==> src/rtl/cursor_control_if.sv <==
// -----------------------------------------------------------------------------
// cursor_control_if
// Purpose : Bundles the push-button inputs and the cursor outputs of
//           cursor_control so they travel as a single port.
// Signals :
//   up, down, left, right : raw asynchronous push-buttons, active-high
//   cursorCor  [6:0]      : linear grid address row*10+col (0..99)
//   cursorRow  [3:0]      : current row (0..9)
//   cursorCol  [3:0]      : current column (0..9)
//   moved                 : one-cycle pulse in the cycle the cursor updates
// Modports:
//   master : button source / cursor consumer (testbench, board top)
//   slave  : the cursor_control block itself
// -----------------------------------------------------------------------------
interface cursor_control_if;
    logic       up;
    logic       down;
    logic       left;
    logic       right;
    logic [6:0] cursorCor;
    logic [3:0] cursorRow;
    logic [3:0] cursorCol;
    logic       moved;

    modport master (
        output up, down, left, right,
        input  cursorCor, cursorRow, cursorCol, moved
    );

    modport slave (
        input  up, down, left, right,
        output cursorCor, cursorRow, cursorCol, moved
    );
endinterface

==> src/rtl/cursor_control.sv <==
// -----------------------------------------------------------------------------
// cursor_control
// Purpose : Moves a cursor over a 10x10 grid from four push-buttons. Each
//           button is synchronized (2 flops), debounced by its own FSM and
//           turned into single-cycle step requests. Simultaneous requests are
//           resolved with priority up > down > left > right; moves wrap at
//           the grid edges.
// Ports   :
//   clk    : system clock
//   reset  : synchronous active-high reset
//   bus    : cursor_control_if.slave (buttons in, cursor position/moved out)
// Parameters:
//   DEBOUNCE_CYCLES : cycles a level must be stable before it is accepted
//   REPEAT_DELAY    : cycles held before the first auto-repeat
//   REPEAT_PERIOD   : cycles between subsequent auto-repeats
// Build option:
//   CURSOR_AUTOREPEAT_EN : when defined, a held button issues extra steps
//                          after REPEAT_DELAY and then every REPEAT_PERIOD.
//                          When undefined, one step per debounced press and
//                          no repeat logic is built.
// -----------------------------------------------------------------------------
module cursor_control #(
    parameter int DEBOUNCE_CYCLES = 1000000,
    parameter int REPEAT_DELAY    = 50000000,
    parameter int REPEAT_PERIOD   = 15000000
) (
    input  logic              clk,
    input  logic              reset,
    cursor_control_if.slave   bus
);

    // Counter width comes from the largest count parameter so every
    // configuration can reach its terminal count.
    localparam int MAX_DR  = (DEBOUNCE_CYCLES > REPEAT_DELAY) ? DEBOUNCE_CYCLES : REPEAT_DELAY;
    localparam int MAX_CNT = (MAX_DR > REPEAT_PERIOD) ? MAX_DR : REPEAT_PERIOD;
    localparam int CNT_W   = $clog2(MAX_CNT + 1);

    // Terminal values: the counter starts at 0, so N cycles end at N-1.
    localparam logic [CNT_W-1:0] DB_LAST = CNT_W'(DEBOUNCE_CYCLES - 1);
`ifdef CURSOR_AUTOREPEAT_EN
    localparam logic [CNT_W-1:0] RD_LAST = CNT_W'(REPEAT_DELAY - 1);
    localparam logic [CNT_W-1:0] RP_LAST = CNT_W'(REPEAT_PERIOD - 1);
`endif

    // Button index order used throughout: 0=up, 1=down, 2=left, 3=right.
    localparam int BTN_UP    = 0;
    localparam int BTN_DOWN  = 1;
    localparam int BTN_LEFT  = 2;
    localparam int BTN_RIGHT = 3;

    typedef enum logic [1:0] {
        IDLE       = 2'd0,
        PRESS_WAIT = 2'd1,
        HELD       = 2'd2,
        REL_WAIT   = 2'd3
    } db_state_t;

    logic [3:0] btn_raw;
    logic [3:0] sync1_q;
    logic [3:0] sync2_q;
    logic [3:0] step_req;

    assign btn_raw = {bus.right, bus.left, bus.down, bus.up};

    // Two-flop synchronizer ahead of all other logic.
    always_ff @(posedge clk) begin
        if (reset) begin
            sync1_q <= '0;
            sync2_q <= '0;
        end else begin
            sync1_q <= btn_raw;
            sync2_q <= sync1_q;
        end
    end

    // -------------------------------------------------------------------------
    // Per-button debounce FSM. The single counter is shared between the
    // debounce windows (PRESS_WAIT / REL_WAIT) and, when auto-repeat is
    // built, the repeat timer in HELD, since those never overlap.
    // -------------------------------------------------------------------------
    for (genvar gi = 0; gi < 4; gi++) begin : g_btn
        db_state_t        state_q;
        logic [CNT_W-1:0] cnt_q;
        logic [CNT_W-1:0] cnt_inc;
        logic             step_q;
`ifdef CURSOR_AUTOREPEAT_EN
        logic             rep_first_q;  // first repeat (after REPEAT_DELAY) done
`endif

        // Saturating increment: never wraps back to zero.
        assign cnt_inc = (cnt_q == {CNT_W{1'b1}}) ? cnt_q : cnt_q + 1'b1;

        always_ff @(posedge clk) begin
            if (reset) begin
                state_q     <= IDLE;
                cnt_q       <= '0;
                step_q      <= 1'b0;
`ifdef CURSOR_AUTOREPEAT_EN
                rep_first_q <= 1'b0;
`endif
            end else begin
                step_q <= 1'b0;
                case (state_q)
                    IDLE: begin
                        if (sync2_q[gi]) begin
                            state_q <= PRESS_WAIT;
                            cnt_q   <= '0;
                        end
                    end
                    PRESS_WAIT: begin
                        if (!sync2_q[gi]) begin
                            state_q <= IDLE;
                            cnt_q   <= '0;
                        end else if (cnt_q == DB_LAST) begin
                            state_q     <= HELD;
                            step_q      <= 1'b1;
                            cnt_q       <= '0;
`ifdef CURSOR_AUTOREPEAT_EN
                            rep_first_q <= 1'b0;
`endif
                        end else begin
                            cnt_q <= cnt_inc;
                        end
                    end
                    HELD: begin
                        if (!sync2_q[gi]) begin
                            state_q <= REL_WAIT;
                            cnt_q   <= '0;
`ifdef CURSOR_AUTOREPEAT_EN
                        end else if ((!rep_first_q && cnt_q == RD_LAST) ||
                                     ( rep_first_q && cnt_q == RP_LAST)) begin
                            step_q      <= 1'b1;
                            cnt_q       <= '0;
                            rep_first_q <= 1'b1;
                        end else begin
                            cnt_q <= cnt_inc;
`endif
                        end
                    end
                    REL_WAIT: begin
                        // A bounce back to 1 returns to HELD silently; the
                        // repeat timer restarts from scratch.
                        if (sync2_q[gi]) begin
                            state_q     <= HELD;
                            cnt_q       <= '0;
`ifdef CURSOR_AUTOREPEAT_EN
                            rep_first_q <= 1'b0;
`endif
                        end else if (cnt_q == DB_LAST) begin
                            state_q <= IDLE;
                            cnt_q   <= '0;
                        end else begin
                            cnt_q <= cnt_inc;
                        end
                    end
                    default: begin
                        state_q <= IDLE;
                        cnt_q   <= '0;
                    end
                endcase
            end
        end

        assign step_req[gi] = step_q;
    end

    // -------------------------------------------------------------------------
    // Cursor position: one move per cycle, highest-priority request wins.
    // -------------------------------------------------------------------------
    logic [3:0] row_q, row_d;
    logic [3:0] col_q, col_d;
    logic [6:0] cor_q, cor_d;
    logic       moved_q, moved_d;

    always_comb begin
        row_d   = row_q;
        col_d   = col_q;
        moved_d = 1'b0;
        if (step_req[BTN_UP]) begin
            row_d   = (row_q == 4'd0) ? 4'd9 : row_q - 4'd1;
            moved_d = 1'b1;
        end else if (step_req[BTN_DOWN]) begin
            row_d   = (row_q >= 4'd9) ? 4'd0 : row_q + 4'd1;
            moved_d = 1'b1;
        end else if (step_req[BTN_LEFT]) begin
            col_d   = (col_q == 4'd0) ? 4'd9 : col_q - 4'd1;
            moved_d = 1'b1;
        end else if (step_req[BTN_RIGHT]) begin
            col_d   = (col_q >= 4'd9) ? 4'd0 : col_q + 4'd1;
            moved_d = 1'b1;
        end
        // Linear address computed from the next coordinates so all three
        // outputs change in the same cycle.
        cor_d = 7'(row_d) * 7'd10 + 7'(col_d);
    end

    always_ff @(posedge clk) begin
        if (reset) begin
            row_q   <= 4'd0;
            col_q   <= 4'd0;
            cor_q   <= 7'd0;
            moved_q <= 1'b0;
        end else begin
            row_q   <= row_d;
            col_q   <= col_d;
            cor_q   <= cor_d;
            moved_q <= moved_d;
        end
    end

    assign bus.cursorRow = row_q;
    assign bus.cursorCol = col_q;
    assign bus.cursorCor = cor_q;
    assign bus.moved     = moved_q;

endmodule

==> src/flat_wrapper.sv <==
// flat-port wrapper written by rule: the top's interface ports become plain ports
module cursor_control_flat 
#(
    parameter int DEBOUNCE_CYCLES = 1000000,
    parameter int REPEAT_DELAY    = 50000000,
    parameter int REPEAT_PERIOD   = 15000000
)
  (clk, reset, bus_up, bus_down, bus_left, bus_right, bus_cursorCor, bus_cursorRow, bus_cursorCol, bus_moved);
  cursor_control_if bus_i ();
  input  logic clk;
  input  logic reset;
  input wire logic [$bits(bus_i.up)-1:0] bus_up;
  input wire logic [$bits(bus_i.down)-1:0] bus_down;
  input wire logic [$bits(bus_i.left)-1:0] bus_left;
  input wire logic [$bits(bus_i.right)-1:0] bus_right;
  output wire logic [$bits(bus_i.cursorCor)-1:0] bus_cursorCor;
  output wire logic [$bits(bus_i.cursorRow)-1:0] bus_cursorRow;
  output wire logic [$bits(bus_i.cursorCol)-1:0] bus_cursorCol;
  output wire logic [$bits(bus_i.moved)-1:0] bus_moved;
  assign bus_i.up = bus_up;
  assign bus_i.down = bus_down;
  assign bus_i.left = bus_left;
  assign bus_i.right = bus_right;
  assign bus_cursorCor = bus_i.cursorCor;
  assign bus_cursorRow = bus_i.cursorRow;
  assign bus_cursorCol = bus_i.cursorCol;
  assign bus_moved = bus_i.moved;
  cursor_control #(.DEBOUNCE_CYCLES(DEBOUNCE_CYCLES), .REPEAT_DELAY(REPEAT_DELAY), .REPEAT_PERIOD(REPEAT_PERIOD)) u_core (.clk(clk), .reset(reset), .bus(bus_i));
endmodule
==> config.mk <==
export PLATFORM = sky130hd
export DESIGN_NAME = cursor_control_flat
export DESIGN_NICKNAME = d
export VERILOG_FILES = /design/src/rtl/cursor_control_if.sv /design/src/rtl/cursor_control.sv /design/src/flat_wrapper.sv
export SDC_FILE = /design/constraint.sdc
export NUM_CORES = 1
export LEC_CHECK = 0
export CORE_ASPECT_RATIO = 1.75
export CORE_UTILIZATION = 50
export CTS_BUF_LIST = sky130_fd_sc_hd__clkbuf_4 sky130_fd_sc_hd__clkbuf_8
export DETAILED_ROUTE_END_ITERATION = 16
export PLACE_DENSITY = 0.73
export SYNTH_ARGS = -nofsm -noshare
export SYNTH_HDL_FRONTEND = slang
export SYNTH_SLANG_ARGS = --single-unit
==> constraint.sdc <==
create_clock -name clk -period 9.07 [get_ports clk]
set_clock_uncertainty 0.1 [all_clocks]
set_input_delay 2.721 -clock clk [delete_from_list [all_inputs] [get_ports clk]]
set_output_delay 2.721 -clock clk [all_outputs]
set_load 0.02 [all_outputs]
# Word-level counts from Yosys, hierarchy flattened
# Index checks and enable logic that the tools add are counted.
[classes]
n_addsub = 9
multipliers = 1
n_lt_le_gt_ge = 2
n_eq_ne = 36
n_mux = 74
n_bitwise = 8
reduce_logical = 18
[ops]
columns = ["op", "n"]
rows = [
  ["26-bit two-way mux", 24],
  ["26-bit case mux with 4 select lines", 4],
  ["26-bit by 1-bit adder with 26-bit output, second input constant", 4],
  ["26-bit by 20-bit == test with 1-bit output, second input constant", 4],
  ["26-bit == test, second input constant", 4],
  ["2-bit two-way mux", 24],
  ["4-bit two-way mux", 10],
  ["2-bit case mux with 4 select lines", 4],
  ["2-bit == test, second input constant", 8],
  ["4-bit AND reduction", 4],
  ["3-bit by 1-bit inequality test with 1-bit output, second input constant", 4],
  ["3-bit inequality test, second input constant", 4],
  ["3-bit OR reduction", 4],
  ["4-bit by 1-bit adder with 4-bit output, second input constant", 2],
  ["2-bit by 1-bit == test with 1-bit output, second input constant", 4],
  ["4-bit >= comparator, second input constant", 2],
  ["2-bit zero test", 4],
  ["4-bit zero test", 2],
  ["1-bit two-way mux", 8],
  ["2-bit by 1-bit inequality test with 1-bit output, second input constant", 4],
  ["2-bit inequality test, second input constant", 4],
  ["1-bit inverter", 8],
  ["2-bit AND reduction", 4],
  ["4-bit by 1-bit subtractor with 4-bit output, second input constant", 2],
  ["other kinds (2)", 2],
]
[word_totals]
ff_bits = 140
input_bits = 6
out_inout_bits = 16
elab_cells = 166

# Logic depth before layout (Yosys ltp)
[logic_depth]
ltp_word = 7
mapped_depth = 15
ltp_nobuf = 15

# Worst setup path after synthesis
# Ideal clock, no wire load.
[synth_path]
kind = "input to register"
from = "input port reset"
to = "register (tool-made name)"
setup_ns = 0.128
arrival_ns = 3.515
required_ns = 8.842
setup_slack_ns = 5.328
cell_stages = 4
path_buffers = 3
cell_sequence = "clkbuf_1 > clkbuf_8 > clkbuf_1 > nor2_1"
[synth_rtl]
columns = ["element", "line", "text"]
rows = [
  ["start, declared", "flat_wrapper.sv:11", "input logic reset;"],
]

# Worst setup path in the final report
[layout_path]
from = "register u_core.col_q[2] (netlist: u_core.bus.cursorCol[2])"
to = "output port bus_cursorCol[2]"
[layout_rtl]
columns = ["element", "line", "text"]
rows = [
  ["start, declared", "cursor_control.sv:171", "logic [3:0] col_q, col_d;"],
  ["start signal, assigned", "cursor_control.sv:205", "col_q <= col_d;"],
  ["end, declared", "flat_wrapper.sv:18", "output wire logic [$bits(bus_i.cursorCol)-1:0] bus_cursorCol;"],
]
# No word-level cell between the ends.

==> qor.txt <==
Run status: finished clean
CP bufs+invs: 1
Diodes inserted: 0
Worst path cell trace: clkdlybuf4s50_1
Via density: 6.42
Initial drt markers: 363
Register area share after synthesis: 0.362
Max cap viols: 0
Nets@finish: 964
Die area: 15900 um2
Hold Vio Cnt, Final: 0
Post-Synthesis Cells: 953
Critical-path maximum fanout: 9
Slowest cell on the critical path: clkdlybuf4s50_1
Switching part of the total: 0.247
Residual DRC count: 0
Fmax: 224 MHz
Number of enable flip-flop cells after synthesis: 0
CP endpoint kind: primary output
Clock buffer depth: 2
Maximum VDD drop: 155 uV
Final Setup Violations: 0
CP top delay family: buffers and inverters
Rows: 59
Final HPWL DP: 12600 um
Post-synthesis area per instance: 8.06 um2
Clock period minus worst slack: 4.46 ns
WL/cell: 16.2 um
Mapped Nets: 978
Antenna-violating nets left: 0
GRT Resource Usage Total: 0.244
Placer congestion estimate: 0.871
Post-cts resize count: 0
Total Power: 1.20 mW
Drt pass-1 iters: 5
Ys Warns: 0
CP Launch Type: flop
Slew @ Worst Pin: 1.07 ns
H-Tree Depth: 4
Comb power frac: 0.030
Clock power share: 0.457
RSZ-0062 raised after global routing: false
CORE AREA: 14900 um2
Fin cells: 1135
Initial antenna violation count: 0
Ports: 22
Rel. slew slack: 0.286
Setup TNS: 0 ns
Library cells used by synthesis: 76
HP Class: flop to flop
CTS Hold Bufs: 0
First-pass GRT wire length: 31700 um
P_int: 0.903 mW
CTS tree: done
CP arrival: 1.64 ns
Synthesis-stage register bit count: 139
Net switching power: 0.296 mW
Clk slew on worst S/H paths: 0.09 ns
Die height: 166 um
Root buffer cell: clkbuf_8
Placed Cells: 1103
Final period utilization: 0.492
Vias: 7284
Vias in the first global route: 6914
Die Width: 95.7 um
Async S/R FF share, synth: 0
Final Slew Violations: 0
Primary FF master, synth: dfxtp_1
Mapped Area: 7680 um2
Port Buf Inserts: 21
Later-pin clock latency in the skew report: 0.45 ns
Worst Path Required: 6.25 ns
Share of post-route cells with drive strength above 1: 0.0651
LEAKAGE: 2.63 nW
Slowest stage delay, CP: 0.68 ns
Detailed Route WL: 18400 um
Sequential Power Share: 0.513
Post-layout util: 0.559
TritonCTS Sinks: 139
Starting Density: 0.515
Critical path type: flop to primary output
Post-CTS setup buffers: 0
Number of CTS-inserted buffers: 17
GRT overflow: 0
Largest net degree at the start of global routing: 63
P per Cell Area: 144 nW/um2
Area Overhead vs Synth: 8.40%
cells by family (layout without fill, tap and decap cells):
| logic type | after synthesis | in the layout | share of synthesized area |
|---|---|---|---|
| and+or+nand+nor | 433 | 433 | 0.303 |
| DFF | 139 | 139 | 0.362 |
| muxes | 5 | 5 | 0.00814 |
| buffers and inverters | 75 | 74 | 0.0423 |
| xor gates and xnor gates | 28 | 28 | 0.0319 |
| AOI/OAI and AO/OA | 254 | 254 | 0.219 |
| adders and majority gates | 19 | 19 | 0.0329 |
synthesized netlist by cell type (24+ instances only):
cell      count  share of area
nand2_1      78          0.038
nand3_1      43          0.028
nor2_1       90          0.044
dfxtp_1     139           0.36
clkbuf_1     42          0.021
nor4_1       24          0.020
nand4_1      36          0.029
and3_1       24          0.020
a311oi_1     35          0.040
o21ai_0      51          0.033
nor3_1       33          0.021
a21oi_1      76          0.050
routing by layer:
| layer | GRT usage | wire length, um | up-vias |
|---|---|---|---|
| met5 | 0 | 0 | - |
| met4 | 0.112 | 464 | 0 |
| met3 | 0.0417 | 620 | 41 |
| met2 | 0.425 | 9830 | 159 |
| met1 | 0.284 | 7500 | 3485 |
| li1 | - | - | 3599 |
power groups by stage:
stage          clock network [mW]  registers [mW]  logic, mW
2_1_floorplan                   0           0.629     0.0279
3_3_place_gp                    0           0.629     0.0360
3_5_place_dp                    0           0.630     0.0361
4_1_cts                     0.558           0.615     0.0362
5_1_grt                     0.583           0.616     0.0398
6_report                    0.549           0.615     0.0359
flip-flops by register name, indices dropped and copies added, names as in the netlist, 3 cells and up, named ones only:
register	cells
u_core.g_btn.state_q	4
u_core.sync1_q	4
u_core.bus.cursorRow	4
u_core.sync2_q	4
u_core.g_btn.cnt_q	104
u_core.bus.cursorCor	7
u_core.g_btn.step_q	4
u_core.bus.cursorCol	3
stage by stage:
stage          cell area [um2]  setup slack (ns)  hold WS [ns]
2_1_floorplan             7680              5.33         0.314
3_3_place_gp              7900              4.45         0.316
3_5_place_dp              7900              4.46         0.327
4_1_cts                   8330              4.58         0.353
5_1_grt                   8330              4.54         0.368
6_report                  8330              4.61         0.343
cells in the final DEF, fill, tap and decap left out, types with 9 or more instances in the layout:
| cell | n |
|---|---|
| a211oi_1 | 14 |
| a21oi_1 | 76 |
| a311oi_1 | 35 |
| a31oi_1 | 18 |
| a41oi_1 | 11 |
| and3_1 | 24 |
| and4_1 | 10 |
| clkbuf_8 | 17 |
| clkdlybuf4s50_1 | 20 |
| dfxtp_1 | 139 |
| ha_1 | 17 |
| inv_1 | 18 |
| nand2_1 | 78 |
| nand3_1 | 43 |
| nand4_1 | 36 |
| nor2_1 | 89 |
| nor2b_1 | 17 |
| nor3_1 | 33 |
| nor4_1 | 24 |
| o21ai_0 | 51 |
| or3_1 | 9 |
| or4_1 | 17 |
| xnor2_1 | 10 |
| xor2_1 | 18 |
worst register-to-register path: stages, from the launching register on:
cell and delay [ns]:
dfxtp_1 0.51, inv_1 0.11, ha_1 0.27, nand2b_1 0.19, o21ai_0 0.10, a311oi_1 0.27
a21oi_1 0.14, ha_1 0.33, ha_1 0.19, inv_1 0.06, fa_1 0.44, nor3b_1 0.25
xor2_1 0.21, xnor2_1 0.18, nor2_1 0.07
area by class of cell:
type                    count  area, um2
clock buffers              18        241
multi-input cells         739       4590
inverters                  18       67.6
clock inverters            14        185
repair buffers             24        230
flip-flops and latches    139       2780
well taps                 183        229
fillers                  1447       6580
final timing paths:
path | start | to | slack, ns | cells past startpoint
setup reg to reg | u_core.bus.cursorRow[0] | u_core.bus.cursorCor[6] | 5.53 | 14
setup / recovery | u_core.bus.cursorCol[2] | bus_cursorCol[2] | 4.61 | 1
hold / removal | u_core.sync1_q[1] | u_core.sync2_q[1] | 0.34 | 1
hold reg to reg | u_core.sync1_q[1] | u_core.sync2_q[1] | 0.34 | 1
Power figures use the tool's default switching activity.
